**config.mk**
```make
export PLATFORM = sky130hd
export DESIGN_NAME = page_tbl_xlate
export DESIGN_NICKNAME = d
export VERILOG_FILES = /design/src/rtl/page_tbl_xlate_pkg.sv /design/src/rtl/page_tbl_xlate_calc.sv /design/src/rtl/page_tbl_xlate.sv
export SDC_FILE = /design/constraint.sdc
export NUM_CORES = 1
export LEC_CHECK = 0
export CAP_MARGIN = 20
export CORE_MARGIN = 2
export CORE_UTILIZATION = 39
export DETAILED_ROUTE_END_ITERATION = 10
export PLACE_DENSITY = 0.68
export SETUP_SLACK_MARGIN = 0.05
export SLEW_MARGIN = 20
export SYNTH_ARGS = -nofsm -noshare
export SYNTH_HDL_FRONTEND = slang
export SYNTH_HIERARCHICAL = 1
export SYNTH_SLANG_ARGS = --single-unit
```
**constraint.sdc**
```tcl
create_clock -name clk -period 5.52 [get_ports clk]
set_input_delay 1.104 -clock clk [delete_from_list [all_inputs] [get_ports clk]]
set_output_delay 1.104 -clock clk [all_outputs]
set_load 0.05 [all_outputs]
```
**src/rtl/page_tbl_xlate_pkg.sv**
```systemverilog
// Shared constants for the page-table translation path.
// Page-table entry layout is {base[15:8], len[7:0]}. The control-path
// writer packs entries with these same field positions.
// The fault counter width is also defined here.
package page_tbl_xlate_pkg;

  localparam int PT_BASE_MSB = 15;
  localparam int PT_BASE_LSB = 8;
  localparam int PT_LEN_MSB  = 7;
  localparam int PT_LEN_LSB  = 0;

  localparam int                     FAULT_CNT_W   = 16;
  localparam logic [FAULT_CNT_W-1:0] FAULT_CNT_MAX = '1;

endpackage : page_tbl_xlate_pkg

```
**src/rtl/page_tbl_xlate_calc.sv**
```systemverilog
// pt_xlate_calc: combinational bounds check and base+offset add.
// Ports:
//   entry_i  page-table entry {base, len}
//   off_i    logical offset
//   fault_o  offset out of range (off >= len) or base+off overflowed
//   addr_o   physical address; forced to 0 on fault
module pt_xlate_calc
  import page_tbl_xlate_pkg::*;
#(
  parameter int DATA_BITS = 16,
  parameter int OFF_BITS  = 8
) (
  input  logic [DATA_BITS-1:0] entry_i,
  input  logic [OFF_BITS-1:0]  off_i,
  output logic                 fault_o,
  output logic [OFF_BITS-1:0]  addr_o
);

  logic [OFF_BITS-1:0] base;
  logic [OFF_BITS-1:0] len;
  logic [OFF_BITS:0]   sum;

  always_comb begin
    base    = entry_i[PT_BASE_MSB:PT_BASE_LSB];
    len     = entry_i[PT_LEN_MSB:PT_LEN_LSB];
    // Extra carry bit catches wrap-around past the top of the memory.
    sum     = {1'b0, base} + {1'b0, off_i};
    // len == 0 makes every offset fault, which covers unprogrammed entries.
    fault_o = (off_i >= len) || sum[OFF_BITS];
    addr_o  = fault_o ? '0 : sum[OFF_BITS-1:0];
  end

endmodule : pt_xlate_calc

```
**src/rtl/page_tbl_xlate.sv**
```systemverilog
// page_tbl_xlate: two-stage address-translation pipeline in front of the
// 32-entry page table. The block owns the table's read port.
//   S1: table read in flight (holds the logical offset)
//   S2: output register (rsp_*)
// Ports:
//   clk, aresetn               clock and async active-low reset
//   req_valid/ready/vid/off    request handshake (VID, logical offset)
//   tbl_addrb/enb/doutb        page-table read port (1-cycle read latency)
//   rsp_valid/ready/addr/fault response handshake
//   fault_cnt, fault_clr       saturating faulted-response counter, sync clear
module page_tbl_xlate
  import page_tbl_xlate_pkg::*;
#(
  parameter int ADDR_BITS = 5,
  parameter int DATA_BITS = 16,
  parameter int OFF_BITS  = 8
) (
  input  logic                   clk,
  input  logic                   aresetn,
  input  logic                   req_valid,
  output logic                   req_ready,
  input  logic [ADDR_BITS-1:0]   req_vid,
  input  logic [OFF_BITS-1:0]    req_off,
  output logic [ADDR_BITS-1:0]   tbl_addrb,
  output logic                   tbl_enb,
  input  logic [DATA_BITS-1:0]   tbl_doutb,
  output logic                   rsp_valid,
  input  logic                   rsp_ready,
  output logic [OFF_BITS-1:0]    rsp_addr,
  output logic                   rsp_fault,
  output logic [FAULT_CNT_W-1:0] fault_cnt,
  input  logic                   fault_clr
);

  logic                   s1_valid_q, s1_valid_d;
  logic [OFF_BITS-1:0]    s1_off_q, s1_off_d;
  logic                   rsp_valid_q, rsp_valid_d;
  logic [OFF_BITS-1:0]    rsp_addr_q, rsp_addr_d;
  logic                   rsp_fault_q, rsp_fault_d;
  logic [FAULT_CNT_W-1:0] fault_cnt_q, fault_cnt_d;

  logic                   s2_free;
  logic                   s2_load;
  logic                   accept;
  logic                   rsp_hs;
  logic                   calc_fault;
  logic [OFF_BITS-1:0]    calc_addr;

  // tbl_doutb is held by the RAM while tbl_enb is low, so S1 can read it
  // directly for as long as S1 is stalled.
  pt_xlate_calc #(
    .DATA_BITS (DATA_BITS),
    .OFF_BITS  (OFF_BITS)
  ) u_calc (
    .entry_i (tbl_doutb),
    .off_i   (s1_off_q),
    .fault_o (calc_fault),
    .addr_o  (calc_addr)
  );

  always_comb begin
    // NOTE: every signal is given a default first so no path can infer a latch.
    s1_valid_d  = s1_valid_q;
    s1_off_d    = s1_off_q;
    rsp_valid_d = rsp_valid_q;
    rsp_addr_d  = rsp_addr_q;
    rsp_fault_d = rsp_fault_q;
    fault_cnt_d = fault_cnt_q;

    s2_free   = !rsp_valid_q || rsp_ready;
    s2_load   = s1_valid_q && s2_free;
    // S1 can refill in the same cycle its contents move on to S2.
    req_ready = !s1_valid_q || s2_free;
    accept    = req_valid && req_ready;
    rsp_hs    = rsp_valid_q && rsp_ready;

    // The read is issued only on acceptance. During a stall the RAM output
    // therefore keeps the entry S1 is waiting on.
    tbl_enb   = accept;
    tbl_addrb = req_vid;

    if (accept) begin
      s1_valid_d = 1'b1;
      s1_off_d   = req_off;
    end else if (s2_load) begin
      s1_valid_d = 1'b0;
    end

    if (s2_load) begin
      rsp_valid_d = 1'b1;
      rsp_addr_d  = calc_addr;
      rsp_fault_d = calc_fault;
    end else if (rsp_hs) begin
      rsp_valid_d = 1'b0;
    end

    // The clear wins over a coincident faulted handshake.
    if (fault_clr) begin
      fault_cnt_d = '0;
    end else if (rsp_hs && rsp_fault_q && (fault_cnt_q != FAULT_CNT_MAX)) begin
      fault_cnt_d = fault_cnt_q + FAULT_CNT_W'(1);
    end
  end

  // NOTE: state registers use non-blocking assignments so that every flop
  // samples its pre-edge value. All of them are reset, because a reset must
  // drop any in-flight work.
  always_ff @(posedge clk or negedge aresetn) begin
    if (!aresetn) begin
      s1_valid_q  <= 1'b0;
      s1_off_q    <= '0;
      rsp_valid_q <= 1'b0;
      rsp_addr_q  <= '0;
      rsp_fault_q <= 1'b0;
      fault_cnt_q <= '0;
    end else begin
      s1_valid_q  <= s1_valid_d;
      s1_off_q    <= s1_off_d;
      rsp_valid_q <= rsp_valid_d;
      rsp_addr_q  <= rsp_addr_d;
      rsp_fault_q <= rsp_fault_d;
      fault_cnt_q <= fault_cnt_d;
    end
  end

  assign rsp_valid = rsp_valid_q;
  assign rsp_addr  = rsp_addr_q;
  assign rsp_fault = rsp_fault_q;
  assign fault_cnt = fault_cnt_q;

endmodule : page_tbl_xlate

```
### After elaboration in Yosys (flattened, before gate mapping)

Cells that the tools add are included.

| word-level totals | value |
|---|---|
| bits in registers | 35 |
| output and inout port bits | 33 |

| cells by class | value |
|---|---|
| add/sub/neg operators | 2 |
| magnitude comparators | 1 |
| eq/ne operators | 1 |
| mux-type cells | 7 |
| reduce and logical (&&, ||, !) cells | 13 |

Operator list:

| kind | count |
|---|---|
| $mux W16 | 2 |
| $add A16 B1 Y16 const B | 1 |
| $ne A16 B16 Y1 const B | 1 |
| $add A8 B8 Y9 | 1 |
| $ge A8 B8 Y1 | 1 |
| $mux W8 | 1 |
| $reduce_bool A2 Y1 | 3 |
| $logic_and A1 B1 Y1 | 5 |
| $mux W1 | 4 |
| $logic_or A1 B1 Y1 | 3 |
| $logic_not A1 Y1 | 2 |

### Longest topological paths before layout

Gate-level depths: netlist (run 1).

| logic depth | value |
|---|---|
| depth after elaboration | 5 |
| gate-level depth with buffers | 9 |
| mapped depth without buffers | 9 |

### By module

Netlist (run 1), hierarchy kept.

By module, submodules not included:

| module | times used | cells an instance | area an instance (µm²) | sequential area each (µm²) |
|---|---|---|---|---|
| page_tbl_xlate | 1 | 149 | 1689.1 | 875.8 |
| pt_xlate_calc | 1 | 72 | 584.3 | 0.0 |

### Worst setup path after synthesis (run 1)

No wires, ideal clock.

| timing | value |
|---|---|
| path type | input port to output port |
| start point | in rsp_ready |
| end point | out tbl_enb |
| arrival | 2335 ps |
| data required time | 4416 ps |
| setup slack | 2081 ps |
| stages | 3 |
| buffers on the path | 0 |
| cell sequence | nand3b_1 nand2_1 inv_1 |

| between the ends | value |
|---|---|
| cells in the longest elaborated chain, start to end | 3 |

Ends and longest elaborated chain:

| item | RTL line | source |
|---|---|---|
| start, declared | page_tbl_xlate.sv:28 | `input logic rsp_ready,` |
| $logic_or A1 B1 Y1 | page_tbl_xlate.sv:70 | `s2_free = !rsp_valid_q \|\| rsp_ready;` |
| $logic_or A1 B1 Y1 | page_tbl_xlate.sv:73 | `req_ready = !s1_valid_q \|\| s2_free;` |
| $logic_and A1 B1 Y1 | page_tbl_xlate.sv:74 | `accept = req_valid && req_ready;` |
| end, declared | page_tbl_xlate.sv:25 | `output logic tbl_enb,` |

Every way passes these cells.

### Worst setup path in the final report (run 1)

Ends and elaborated chain as after synthesis.

==> flow_results.org, run 1 <==
** Synthesis
- Number of enable flip-flop cells after synthesis :: 0
- Area fraction of the dominant cell type after synthesis :: 0.385
- Most instantiated library cell after synthesis :: sky130_fd_sc_hd__dfrtp_1
- By area the synthesized netlist is led by sky130_fd_sc_hd__dfrtp_1 (39%), sky130_fd_sc_hd__mux2_2 (12%), sky130_fd_sc_hd__ha_1 (9.4%).
- Post-synth design cell area :: 2270 um^2
- Gate count after technology mapping :: 221
- In the synthesized netlist the async set-or-reset flop fraction comes to 1.00.
- Synth cell types :: 46
- Flop and latch count out of synthesis :: 35
- Cell type with the largest total area after synthesis :: sky130_fd_sc_hd__dfrtp_1
- The most used flip-flop cell after synthesis is sky130_fd_sc_hd__dfrtp_1.
- Net Count, Synth :: 273
- Each instance of the synthesized netlist takes up on average 10.3 um^2.
- Yosys warnings :: 6
- Portion of the post-synthesis area used by sequential elements :: 0.385
- By count the netlist is led by sky130_fd_sc_hd__dfrtp_1 (35), sky130_fd_sc_hd__mux2_2 (25), sky130_fd_sc_hd__ha_1 (17).

** STA
- Setup violations remaining at the end of the flow were counted as 0.
- Relative slew margins :: 0.432
- For this run, the top clock speed supported by timing is 250 MHz.
- At the pin with the least slew margin, the transition time is 0.849 ns.
- The clock arrives with 0.00417 ns of skew.
- Counting I/O delays and the setup requirement, the final critical path takes 4.01 ns.
- In the finished design, the share of the clock period the worst path needs comes to 0.726.
- Final max-slew violation count :: 0
- Setup repair after global routing missed its margin :: no
- The hold violation count in the final report was 0.
- Post-route setup TNS :: 0 ns

** Power and ir drop
- Switching power total :: 306 uW
- Share of total power in sequential cells :: 0.368
- For this design the static power due to leakage is 1.23 nW.
- Of the total power, the share spent switching nets is 0.358.
- Internal power comes to 549 uW.
- Total design power :: 855 uW
- Combinational fraction of design power :: 0.394
- Worst IR drop on VDD :: 0.162 mV
- Clk pwr share :: 0.238
- Ratio of total power to cell area :: 287 nW/um^2

** Cells and area
- Compared with the post-synthesis result, the final layout area differs by 31.0%.
- In the final layout, the share of cells above drive strength 1 is 0.148.
- Final design area excluding fillers :: 2980 um^2
- The sequential cells in the finished layout cover a total of 876 um^2.
- Number of nets in the layout :: 328
- Summing all multi-input logic gate instances after layout gives 1290 um^2.
- The number of antenna diodes in the final layout is 0.
- Fillcell total :: 507

** Drt
- After the first detailed-routing iteration, the DRC count stood at 74.
- The pre-antenna-repair detailed-routing pass consisted of 4 iterations.
- In the final routed layout, each cell accounts on average for 13.5 um.
- The routed design has 4710 um of wire.
- The routed layout has 1854 vias.
- After detailed routing, no signal wire sits above met4.
- After detailed routing, the number of vias per cell comes to 5.31.
- Number of antenna-violating nets in the routed design :: 0
- Routed met3 length :: 199 um
- The detailed router put a total of 2220 um of wire on met1.
- For this run, design rule violations remaining after detail routing come to 0.
- Sum of met2 wire segment lengths after detailed routing :: 2210 um

** Worst setup path
- The number of buffers and inverters on the critical path is 3.
- The worst setup path is launched from an input pin.
- Launching instance or port of the critical path :: rsp_ready
- Longest individual stage delay on the worst path :: 0.80 ns
- The slowest stage of the critical path is the sky130_fd_sc_hd__clkdlybuf4s50_1 cell.
- Traced cell by cell, the critical path runs through clkdlybuf4s50_1 -> nand3b_1 -> nand2_1 -> inv_1 -> clkdlybuf4s50_1.
- In this run the critical register-to-register path is launched from s1_off_q[0].
- Crit-path max FO :: 9
- Top delay family on crit path :: buffers and inverters
- The cell that appears most often on the critical path is sky130_fd_sc_hd__clkdlybuf4s50_1.
- Data arrives at the worst endpoint at 2.90 ns.
- Counting cells, the worst reg-to-reg path comes to 9.
- At the worst endpoint, the required time is 4.42 ns.
- STA classifies the critical path endpoint as an output port.
- The endpoint identified for the worst register-to-register timing path is rsp_addr[7].
- Worst reg2reg setup slack :: 3.15 ns
- The setup path with the least slack is of type input pin to output port.

** Global routing
- Initial antenna violation count :: 0
- Global-route usage over all layers :: 0.160
- Vias in the first global route :: 1809
- The first global-routing pass estimated 8110 um of wire.
- Pin count of the biggest net entering global routing :: 36
- Gr ovfl total :: 0

** Clocking
- TritonCTS built the clock tree.
- The clock net in this run drives a total of 35 sinks.
- Setup repair bufs after CTS :: 0
- Clock Latency Late Sink :: 0.29 ns
- Number of levels in the clock H-tree :: 2
- In this run, CTS created clock tree buffers numbering 5.
- For this design, the CTS-stage hold fixing added 0 buffers.
- Gates resized during post-CTS repair numbered 0.
- Clock transition at the registers of the reported paths :: 0.07 ns
- In this run the clock root is driven by a sky130_fd_sc_hd__clkbuf_8.
- The clock passes through at most 2 buffers.

** Run
- Across the run, the number of max-cap violations was 0.

** Floorplanning
- The total area inside the core boundary comes to 5570 um^2.
- The floorplan step set the die width to 80.4 um.
- After floorplanning, the core was divided into 27 placement rows.
- Top-level port count :: 67
- Initial cell density of the core :: 0.408
- Height of the die :: 80.4 um
- Die area :: 6460 um^2

** Hold path
- Launch point of the worst hold path :: s1_valid_q
- Instance count along the most critical hold path :: 1
- Class of the tightest hold or removal check :: flip-flop to flip-flop
- The path with the worst hold slack has its endpoint at rsp_valid.

** Placed design
- Port Buffer Count :: 56
- Global placement routability congestion :: 0.797
- Cell area after placement :: 2880 um^2
- Detailed placement finished with a half-perimeter wire length of 3620 um.

** Status
- The run finished with clean final reports.
[layout by cell type (no fill, tap or decap), types with 8 or more instances in the layout]
| master | Yosys | routed |
|---|---|---|
| sky130_fd_sc_hd__clkdlybuf4s50_1 | 0 | 56 |
| sky130_fd_sc_hd__dfrtp_1 | 35 | 35 |
| sky130_fd_sc_hd__mux2_2 | 25 | 25 |
| sky130_fd_sc_hd__ha_1 | 17 | 17 |
| sky130_fd_sc_hd__inv_1 | 15 | 15 |
| sky130_fd_sc_hd__nor2_1 | 14 | 14 |
| sky130_fd_sc_hd__a21oi_1 | 10 | 10 |
| sky130_fd_sc_hd__nor2b_1 | 8 | 8 |
| sky130_fd_sc_hd__nand2b_1 | 8 | 8 |
[sequential cells by signal (all words and copies together), names as in the netlist]
register    flops
rsp_fault       1
rsp_valid       1
s1_off_q        8
s1_valid_q      1
rsp_addr        8
fault_cnt      16
[power groups by stage]
stage | Clock [mW] | Sequential, mW | Combinational [mW]
after detailed placement | 0 | 0.320 | 0.339
final | 0.203 | 0.315 | 0.337
after floorplan | 0 | 0.404 | 0.154
after global routing | 0.221 | 0.320 | 0.364
after global placement | 0 | 0.320 | 0.334
after CTS | 0.212 | 0.316 | 0.341
[stage by stage]
step                      utilization  hold WS [ns]  worst slack, ns  instances
after floorplan                     -         0.457             2.08        221
after global placement          0.516         0.487             1.50        341
after detailed placement        0.516         0.492             1.48        341
after CTS                       0.534         0.508             1.48        349
after global routing            0.534         0.515             1.33        349
final                           0.534         0.505             1.51        349
[logic make-up (layout without fill, tap and decap cells)]
group	Yosys count	in the layout	synth area share
buf+inv	24	80	0.0484
compound gates	40	40	0.134
flops	35	35	0.385
simple gates	73	73	0.183
mux	26	26	0.128
fa+ha+maj	18	18	0.102
xor+xnor	5	5	0.0193
[worst reg2reg max path, stage by stage, from the launching register on]
cell	delay (ns)
sky130_fd_sc_hd__dfrtp_1	0.39
sky130_fd_sc_hd__ha_1	0.21
sky130_fd_sc_hd__inv_1	0.07
sky130_fd_sc_hd__fa_1	0.40
sky130_fd_sc_hd__nand2b_1	0.20
sky130_fd_sc_hd__a21oi_2	0.15
sky130_fd_sc_hd__a211oi_2	0.08
sky130_fd_sc_hd__o21ai_2	0.37
sky130_fd_sc_hd__nor3_1	0.11
sky130_fd_sc_hd__mux2_2	0.28
[per-layer routing]
layer / vias up / track usage
met1: 897 / 0.215
met2: 35 / 0.253
met4: 0 / 0.0593
li1: 915 / -
met3: 7 / 0.0360
met5: - / 0
[layout make-up]
type,instances,area share
inverters,15,0.0189
flip-flops and latches,35,0.294
clock buffers,8,0.0336
repair buffers,57,0.191
well taps,72,0.0303
multi-input cells,162,0.432
[worst max-delay path by stage]
stage / depth (start not counted) / to
6_report: 5 / tbl_enb
5_1_grt: 5 / tbl_enb
4_1_cts: 5 / tbl_enb
3_5_place_dp: 5 / tbl_enb
3_3_place_gp: 5 / tbl_enb
2_1_floorplan: 3 / tbl_enb
(Power assumes the default switching activity.)
==> run 2: changes to the inputs <==
Settings changed: PLACE_DENSITY 0.68 to 0.71.
Clock period 5.52 ns to 3.4 ns, I/O delays scaled along.
==> flow_results.org, run 2 (synthesis gave the netlist of run 1 again) <==
** Status
- Outcome: complete, no violations (unchanged).

** Placed design
- The cell area after placement came to 2890 um^2 (was 2880 um^2).
- Half-perimeter wire length after detailed placement :: 3630 um (was 3620 um)
- The count of input and output buffers was 56 (unchanged).
- The number of placed instances with taps included is 343 (was 341).
- The global placement routability congestion was 0.805 (was 0.797).

** Clocking
- The maximum buffer depth of the clock tree was 2 (unchanged).
- Number of sinks driven by the clock tree :: 35 (unchanged)
- The clock latency on the worst-skew pair came to 0.29 ns (about the same).
- Number of levels in the clock H-tree :: 2 (unchanged)
- The count of hold-fix buffers inserted at cts was 0 (unchanged).
- The buffers inserted during post-CTS setup optimization was 0 (unchanged).
- The clock transition at the registers of the reported paths was 0.07 ns (about the same).
- Clock Tree Root :: sky130_fd_sc_hd__clkbuf_8 (unchanged)
- Post-cts repair resize count :: 0 (unchanged)
- Clock tree from TritonCTS :: built (unchanged)
- TritonCTS buffer count :: 5 (unchanged)

** Global routing
- The initial antenna violation count was 0 (unchanged).
- Vias in the first global route :: 1774 (was 1809)
- Wire length of the first global-routing pass :: 8040 um (was 8110 um)
- The largest net degree at the start of global routing was 36 (unchanged).
- The total congestion overflow after global routing came to 0 (unchanged).
- Global-route usage over all layers :: 0.158 (was 0.160)

** Cells and area
- Proportion of layout cells with a drive suffix above 1 :: 0.154 (was 0.148)
- The synthesis-to-finish area growth came to 30.7% (was 31.0%).
- Most common cell after layout, fill and taps aside :: sky130_fd_sc_hd__clkdlybuf4s50_1 (unchanged)
- The antenna diode count is 0 (unchanged).
- Number of nets in the layout :: 330 (was 328)
- Final design area excluding fillers :: 2970 um^2 (was 2980 um^2)
- The flip-flop count of the largest register, all copies and words added came to 16 (unchanged).
- Commonest non-fill, non-tap cells in the layout: sky130_fd_sc_hd__clkdlybuf4s50_1 (55), sky130_fd_sc_hd__dfrtp_1 (35), sky130_fd_sc_hd__mux2_2 (25) (was sky130_fd_sc_hd__clkdlybuf4s50_1 (56), sky130_fd_sc_hd__dfrtp_1 (35), sky130_fd_sc_hd__mux2_2 (25)).
- The final cell count without fillers is 351 (was 349).

** Worst setup path
- The nature of the critical path startpoint is an input pin (unchanged).
- Crit path buf inv count :: 2 (was 3)
- Reg-to-reg critical path startpoint :: s1_off_q[0] (unchanged)
- End of the worst register-to-register path :: rsp_addr[5] (was rsp_addr[7])
- Launching instance or port of the critical path :: rsp_ready (unchanged)
- Reg2reg path depth :: 9 (unchanged)
- The cell family contributing the most delay on the critical path is buffers and inverters (unchanged).
- The number of cells on the critical path came to 3 (was 5).
- Capturing element type of the critical path :: output port (unchanged)
- The cell with the biggest individual delay on the critical path is sky130_fd_sc_hd__clkdlybuf4s50_1 (unchanged).
- The largest fanout of any net on the critical path came to 3 (was 9).
- Destination of the critical timing path :: req_ready (was tbl_enb)
- The data arrival at the endpoint of the critical path came to 2.14 ns (was 2.90 ns).
- Required time of the critical path :: 2.72 ns (was 4.42 ns)
- Cells along the critical path :: clkdlybuf4s50_1 -> nand3b_1 -> clkdlybuf4s50_1 (was clkdlybuf4s50_1 -> nand3b_1 -> nand2_1 -> inv_1 -> clkdlybuf4s50_1)
- Worst reg2reg setup slack :: 1.08 ns (was 3.15 ns)
- Longest individual stage delay on the worst path :: 0.82 ns (was 0.80 ns)
- The most repeated library cell on the critical path was sky130_fd_sc_hd__clkdlybuf4s50_1 (unchanged).
- The type of the worst setup path is input pin to output port (unchanged).

** Power and ir drop
- Static leakage :: 1.24 nW (was 1.23 nW)
- The worst ir drop on vdd came to 0.327 mV (was 0.162 mV).
- The power density of the placed cells is 457 nW/um^2 (was 287 nW/um^2).

** STA
- Setup repair after global routing missed its margin :: no (unchanged)
- The worst hold slack was 0.497 ns (was 0.505 ns).
- Static timing analysis puts the maximum clock frequency at 355 MHz.
- The post-route setup TNS was 0 ns (unchanged).
- The hold violation count in the final report came to 0 (unchanged).
- The worst path in the final design needs a cycle of 2.82 ns, including I/O delays and setup.
- Final setup violation count :: 0 (unchanged)
- Fin Clk Skew :: 0.00770 ns (was 0.00417 ns)
- The number of pins with negative max-slew slack in the final report was 0 (unchanged).
- The remaining max-slew budget at the tightest pin is 0.426 (was 0.432).
- Slew of the pin with the lowest slew margin :: 0.859 ns (was 0.849 ns)
- Share of the cycle needed by the critical path after routing :: 0.829

** Floorplanning
- Core region area :: 5570 um^2 (unchanged)
- The vertical extent of the die is 80.4 um (unchanged).
- DIE WIDTH :: 80.4 um (unchanged)
- # rows :: 27 (unchanged)
- Top-level port count :: 67 (unchanged)
- The total die area is 6460 um^2 (unchanged).
- Initial cell density of the core :: 0.408 (unchanged)

** Drt
- Number of violations reported at the end of detailed-routing iteration 0 :: 103 (was 74)
- Detailed Routing Iterations Pass 1 :: 4 (unchanged)
- The remaining number of nets flagged by the antenna check after routing was 0 (unchanged).
- Detailed-route via count :: 1837 (was 1854)
- The total length of routed met3 wires came to 212 um (was 199 um).
- Top Layer Used :: met4 (unchanged)
- The detailed route wirelength on metal2 came to 2180 um (was 2210 um).
- Wl on met1 :: 2360 um (was 2220 um)
- The routed length per placed instance is 13.6 um (was 13.5 um).
- The mean number of vias per cell is 5.23 (was 5.31).
- The detailed-route wire length is 4790 um (was 4710 um).
- The number of remaining DRC errors is 0 (unchanged).

** Hold path
- Class of the tightest hold or removal check :: flip-flop to flip-flop (unchanged)

** Run
- The count of max-cap constraint violations was 0 (unchanged).
## run 2: changes by cell type in the layout (fill, tap and decap cells not counted)
cell                              delta
sky130_fd_sc_hd__buf_4               +3
sky130_fd_sc_hd__clkbuf_1            +1
sky130_fd_sc_hd__clkbuf_8            -2
sky130_fd_sc_hd__clkdlybuf4s50_1     -1
sky130_fd_sc_hd__clkinv_2            +1
## run 2: how the worst min path moves through the flow
stage                          start      endpoint  slack [ns]  cells past startpoint
after floorplan              aresetn  fault_cnt[0]        0.38                      0
after global placement    s1_valid_q     rsp_valid        0.48                      1
after detailed placement  s1_valid_q     rsp_valid        0.48                      1
after CTS                 s1_valid_q     rsp_valid        0.50                      1
after global routing      s1_valid_q     rsp_valid        0.51                      1
final                     s1_valid_q     rsp_valid        0.50                      1
## run 2: metrics by stage
step	power, mW	setup slack [ns]	util
after floorplan	0.906	0.798	-
after global placement	1.07	0.368	0.519
after detailed placement	1.08	0.322	0.519
after CTS	1.37	0.579	0.533
after global routing	1.43	0.490	0.533
final	1.36	0.582	0.533
## run 2: area by class of cell
type                    instances  area (um^2)
clock buffers                   7         76.3
clock inverters                 1         5.00
flip-flops and latches         35          876
multi-input cells             162         1290
well taps                      72         90.1
fillers                       506         2600
inverters                      15         56.3
repair buffers                 59          581
## run 2: routing by layer
metal	vias to the layer above	global-route usage
met1	869	0.220
met5	-	0
met2	45	0.248
li1	921	-
met4	0	0.0424
met3	2	0.0348
## run 2: worst reg2reg max path: stages, from the launching register on
cell and delay, ns:
sky130_fd_sc_hd__dfrtp_1 0.37, sky130_fd_sc_hd__ha_1 0.21, sky130_fd_sc_hd__inv_1 0.07, sky130_fd_sc_hd__fa_1 0.39
sky130_fd_sc_hd__nand2b_1 0.19, sky130_fd_sc_hd__a21oi_2 0.15, sky130_fd_sc_hd__a211oi_2 0.07, sky130_fd_sc_hd__o21ai_2 0.36
sky130_fd_sc_hd__nor3_1 0.12, sky130_fd_sc_hd__mux2_2 0.28
## run 2: where the power goes
group          internal [mW]  switching, mW
logic                  0.235          0.315
registers              0.472         0.0427
clock network          0.144          0.150
total                  0.851          0.507
